## src/rtl/msk_gfmul_hpc1_pipe.sv

```systemverilog
// Masked HPC1 GF(2^N) multiplier, d shares: SNI refresh of b, then DOM share-wise product.
// Three register levels (b'/a, cross terms, out); out_valid tracks items through vld_pipe.
module msk_gfmul_hpc1_gf #(
  parameter int          N   = 2,
  parameter logic [N-1:0] RED = '1
) (
  input  logic [N-1:0] x,
  input  logic [N-1:0] y,
  output logic [N-1:0] p
);
  logic [N-1:0] t;

  // Shift-and-add with reduction folded into every doubling of x
  always_comb begin
    p = '0;
    t = x;
    for (int k = 0; k < N; k++) begin
      if (y[k]) p = p ^ t;
      t = {t[N-2:0], 1'b0} ^ (t[N-1] ? RED : '0);
    end
  end
endmodule

module msk_gfmul_hpc1_pipe #(
  parameter int         d       = 2,
  parameter int         N       = 2,
  parameter logic [N:0] POLY    = 3'b111,
  parameter int         A_DELAY = 1
) (
  input  logic                     clk,
  input  logic                     rst_n,
  input  logic                     in_valid,
  input  logic [N*d-1:0]           ina,
  input  logic [N*d-1:0]           inb,
  input  logic [N*(d-1)-1:0]       rnd_ref,
  input  logic [N*d*(d-1)/2-1:0]   rnd_mul,
  output logic [N*d-1:0]           out,
  output logic                     out_valid
);
  localparam int STAGES = 2;

  if (!(d == 2 || d == 3)) begin : g_bad_d
    $error("msk_gfmul_hpc1_pipe: d must be 2 or 3");
  end
  if (N < 2 || N > 8) begin : g_bad_n
    $error("msk_gfmul_hpc1_pipe: N must be in 2..8");
  end
  if (POLY[N] != 1'b1) begin : g_bad_poly
    $error("msk_gfmul_hpc1_pipe: POLY must have bit N set");
  end
  if (!(A_DELAY == 0 || A_DELAY == 1)) begin : g_bad_adly
    $error("msk_gfmul_hpc1_pipe: A_DELAY must be 0 or 1");
  end

  // Position of pair (i,j), i<j, in lexicographic order of all such pairs
  function automatic int pair_idx(input int i, input int j);
    int n;
    n = 0;
    for (int q = 0; q < i; q++) n += d - 1 - q;
    return n + j - i - 1;
  endfunction

  logic [d-1:0][N-1:0]         a_in, b_in, b_ref, b_q, a_s1, o_sh, o_q;
  logic [d-2:0][N-1:0]         r_ref;
  logic [d-1:0][d-1:0][N-1:0]  prod, term_d, term_q;
  logic [STAGES:0]             vld_pipe;

  for (genvar s = 0; s < d; s++) begin : g_share
    for (genvar k = 0; k < N; k++) begin : g_bit
      assign a_in[s][k]   = ina[k*d+s];
      assign b_in[s][k]   = inb[k*d+s];
      assign out[k*d+s]   = o_q[s][k];
    end
    if (s == 0) begin : g_first
      assign b_ref[s] = b_in[s] ^ r_ref[0];
    end else if (s == d-1) begin : g_last
      assign b_ref[s] = b_in[s] ^ r_ref[s-1];
    end else begin : g_mid
      assign b_ref[s] = b_in[s] ^ r_ref[s-1] ^ r_ref[s];
    end
  end

  for (genvar s = 0; s < d-1; s++) begin : g_rref
    assign r_ref[s] = rnd_ref[s*N +: N];
  end

  if (A_DELAY == 1) begin : g_areg
    logic [d-1:0][N-1:0] a_q;
    always_ff @(posedge clk or negedge rst_n) begin
      if (!rst_n)        a_q <= '0;
      else if (in_valid) a_q <= a_in;
    end
    assign a_s1 = a_q;
  end else begin : g_adir
    // Caller already skews ina by one cycle, so it lines up with b_q here
    assign a_s1 = a_in;
  end

  for (genvar i = 0; i < d; i++) begin : g_row
    for (genvar j = 0; j < d; j++) begin : g_col
      msk_gfmul_hpc1_gf #(.N(N), .RED(POLY[N-1:0])) u_gf (
        .x (a_s1[i]),
        .y (b_q[j]),
        .p (prod[i][j])
      );
      if (i == j) begin : g_diag
        assign term_d[i][j] = prod[i][j];
      end else if (i < j) begin : g_up
        assign term_d[i][j] = prod[i][j] ^ rnd_mul[pair_idx(i, j)*N +: N];
      end else begin : g_lo
        assign term_d[i][j] = prod[i][j] ^ rnd_mul[pair_idx(j, i)*N +: N];
      end
    end
  end

  always_comb begin
    o_sh = '0;
    for (int i = 0; i < d; i++)
      for (int j = 0; j < d; j++)
        o_sh[i] = o_sh[i] ^ term_q[i][j];
  end

  always_ff @(posedge clk or negedge rst_n) begin
    if (!rst_n) begin
      vld_pipe <= '0;
      b_q      <= '0;
      term_q   <= '0;
      o_q      <= '0;
    end else begin
      vld_pipe <= {vld_pipe[STAGES-1:0], in_valid};
      if (in_valid)    b_q    <= b_ref;
      if (vld_pipe[0]) term_q <= term_d;
      if (vld_pipe[1]) o_q    <= o_sh;
    end
  end

  assign out_valid = vld_pipe[STAGES];
endmodule
```

## config.mk

```make
export PLATFORM = sky130hd
export DESIGN_NAME = msk_gfmul_hpc1_pipe
export DESIGN_NICKNAME = d
export VERILOG_FILES = /design/src/rtl/msk_gfmul_hpc1_pipe.sv
export SDC_FILE = /design/constraint.sdc
export NUM_CORES = 1
export LEC_CHECK = 0
export ABC_AREA = 1
export CORE_MARGIN = 2
export CORE_UTILIZATION = 55
export CTS_CLUSTER_DIAMETER = 120
export DETAILED_ROUTE_END_ITERATION = 10
export GPL_TIMING_DRIVEN = 0
export PLACE_DENSITY_LB_ADDON = 0.12
export SYNTH_ARGS = -nofsm -noshare
export SYNTH_HDL_FRONTEND = slang
export SYNTH_SLANG_ARGS = --single-unit
```

## constraint.sdc

```tcl
create_clock -name clk -period 1.5 [get_ports clk]
set_input_delay 0.3 -clock clk [delete_from_list [all_inputs] [get_ports clk]]
set_output_delay 0.3 -clock clk [all_outputs]
set_load 0.05 [all_outputs]
```

==> flow_summary.toml <==
[sta]
hold_violations = 0
drv_slew = 0
timing.final.crit_period_ns = 1.45
fmax_mhz = 689
tns_ns = 0
finalCritPeriodShare = 0.968
rsz0062_at_grt = "false"
max_slew_margin = 0.334
finalClockSkew_ns = 0.00183
tightest_slew_ns = 0.996
setup_violations = 0

[die]
die_area_mm2 = 0.00248
fp.dieW_um = 49.8
initial_utilization = 0.589
die_h_um = 49.8
ioPinCount = 20
core_mm2 = 0.00196
std_cell_rows = 16

[detailed_routing]
dr.first_iter.drc_count = 18
dr.pass1.iters = 4
routed_wl_um = 2010
vias_per_cell = 5.04
drc_errors = 0
vias = 973
wire_per_inst_um = 10.4
ant_nets = 0

[worst_setup_path]
cp.required_ns = 1.20
cp_cell_sequence = "clkdlybuf4s15_1"
endpoint = "out_valid"
cp-start-kind = "flip-flop"
slowest_stage = "clkdlybuf4s15_1"
cp.arrival_ns = 1.15
r2r_slack_ns = 0.47
crit_start = "vld_pipe[2]"
critPathMaxStageDelay_ns = 0.49
cp-end-kind = "output pin"
worst_r2r_startpoint = "a_s1[1]"
crit_fanout = 1
rr_worst_depth = 7
crit_type = "reg2out"
cp.depth = 1
critical_path_buf_inv_count = 1
rr_endpoint = "term_q[3]"
path_delay_family = "buffers and inverters"

[power]
p_int_uw = 991
ir_drop_mv = 0.750
p_total_mw = 1.51
cellPowerDensity_mw_per_mm2 = 1090
p_switching_uw = 523
combPwrFrac = 0.306
clockPowerShare = 0.190
p_leak_nw = 0.679
seq_power_share = 0.504
swShare = 0.346

[logic_synthesis]
synth-simple-area-share = 0.280
yosysTopAreaCellShare = 0.498
synth_cell_types = 13
synth_top_family_by_area = "simple AND/OR/NAND/NOR gates"
ys_warn_count = 0
yosysTopAreaCell = "dfrtp_1"
post-synth-top-count-cell = "nand2_1"
synth_seq_area_share = 0.498
synth.avg_cell_area_um2 = 8.08
ys_async_sr_fraction = 1.00
synthAdderAreaFrac = 0
synth_cells = 143
synth_edf_count = 0
netlist_area_mm2 = 0.00115
synth_mux_area_frac = 0
synth_xor_xnor_area_share = 0.0758
synth_flop_cell = "dfrtp_1"
synth_commonest_cells = "58 x nand2_1, 23 x dfrtp_1, 16 x nand3_1, 11 x o21ai_0, 10 x xnor2_1"
syn_nets = 158
synth_area_leaders = "dfrtp_1 50%, nand2_1 19%, xnor2_1 7.6%"
synth-seq-cells = 23
synth_compound_area_frac = 0.0607

[clock_network]
htreeDepth = 1
post_cts_buffers = 0
cts-root-buf = "clkbuf_4"
cts.clk_slew.worst_paths_ns = 0.12
clock_latency_ns = 0.32
cts_buffers = 3
cts.sinks = 23
clockBufferDepth = 2
cts_tree = "yes"

[final_layout]
utilization = 0.706
nFillCells = 186
area_growth_pct = 19.9
diodes = 0
multi_input_area_um2 = 480
drive_gt1_frac = 0.114
register_area_um2 = 576
nets = 182

[job]
max_cap_violations = 0

[grt]
antenna_found_initial = 0
grt_pass1_vias = 860
grt_start_max_net_pins = 24
grt_usage = 0.189
grt.overflow.total = 0
grt_pass1_wl_um = 3530

[placed_design]
port_buffers = 19
hpwl_um = 1530
place_congestion = 0.757

[min_path]
worstHoldPathCells = 0
hp-class = "reg2reg"

[run_status]
run_status = "finished, final reports clean"
==> registers in the layout, summed over array words and instances (netlist names) <==
register,flops
a_s1,4
vld_pipe,3
b_q,4
term_q,8
out,4
==> worst min path at each step <==
stage	from	end
finish	vld_pipe[1]	vld_pipe[2]
detailed placement	vld_pipe[1]	vld_pipe[2]
global route	vld_pipe[1]	vld_pipe[2]
CTS	vld_pipe[1]	vld_pipe[2]
floorplan	rst_n	a_s1[0]
global placement	vld_pipe[1]	vld_pipe[2]
==> area by class of cell <==
| class | instances | area share |
|---|---|---|
| buffer | 7 | 0.0416 |
| clock buffer | 4 | 0.0190 |
| inverter | 11 | 0.0298 |
| multi-input combinational | 102 | 0.347 |
| sequential | 23 | 0.416 |
| tap | 27 | 0.0244 |
| timing repair buffer | 19 | 0.123 |
==> layer usage <==
| metal | vias to the layer above | wire length (µm) | GRT usage |
|---|---|---|---|
| li1 | 494 | - | - |
| met4 | 0 | 37 | 0.0972 |
| met2 | 32 | 1040 | 0.333 |
| met1 | 442 | 851 | 0.216 |
| met5 | - | 0 | 0 |
| met3 | 5 | 83 | 0.0364 |
==> power by group through the flow <==
stage	Combinational [mW]	Clock, mW	Sequential, mW
6_report	0.463	0.288	0.763
5_1_grt	0.510	0.316	0.776
4_1_cts	0.480	0.296	0.764
3_5_place_dp	0.493	0	0.777
3_3_place_gp	0.480	0	0.773
2_1_floorplan	0.232	0	0.878
==> through the flow <==
| step | instance area [µm²] | hold WS [ns] | instances | setup WS, ns |
|---|---|---|---|---|
| global route | 1390 | 0.406 | 193 | 0.00253 |
| CTS | 1400 | 0.390 | 193 | 0.00597 |
| finish | 1390 | 0.387 | 193 | 0.0486 |
| detailed placement | 1380 | 0.362 | 189 | -0.0551 |
| floorplan | 1150 | 0.00441 | 143 | 0.577 |
| global placement | 1380 | 0.355 | 189 | -0.0199 |
==> layout by cell type (no fill, tap or decap) <==
master / count
xnor2_1: 10
nand2_2: 2
buf_2: 1
inv_2: 3
buf_4: 4
clkbuf_4: 3
inv_1: 8
clkbuf_2: 4
buf_6: 2
nand2_1: 58
o21ai_1: 3
clkbuf_1: 1
nand4_1: 2
clkdlybuf4s50_1: 14
o21ai_0: 11
nand3_1: 16
clkdlybuf4s15_1: 1
dfrtp_1: 23
==> cell families (layout without fill, tap and decap cells) <==
| kind of cell | Yosys count | after routing |
|---|---|---|
| buf+inv | 18 | 41 |
| compound gates | 14 | 14 |
| simple gates | 78 | 78 |
| xor+xnor | 10 | 10 |
| flops | 23 | 23 |
==> what timing repair did <==
item                       4_1_cts  5_1_grt
resized for setup                9        5
hold buffers                     0        0
setup endpoints to repair        5        5
pin swaps                        0        0
Power figures use the tool's default switching activity.
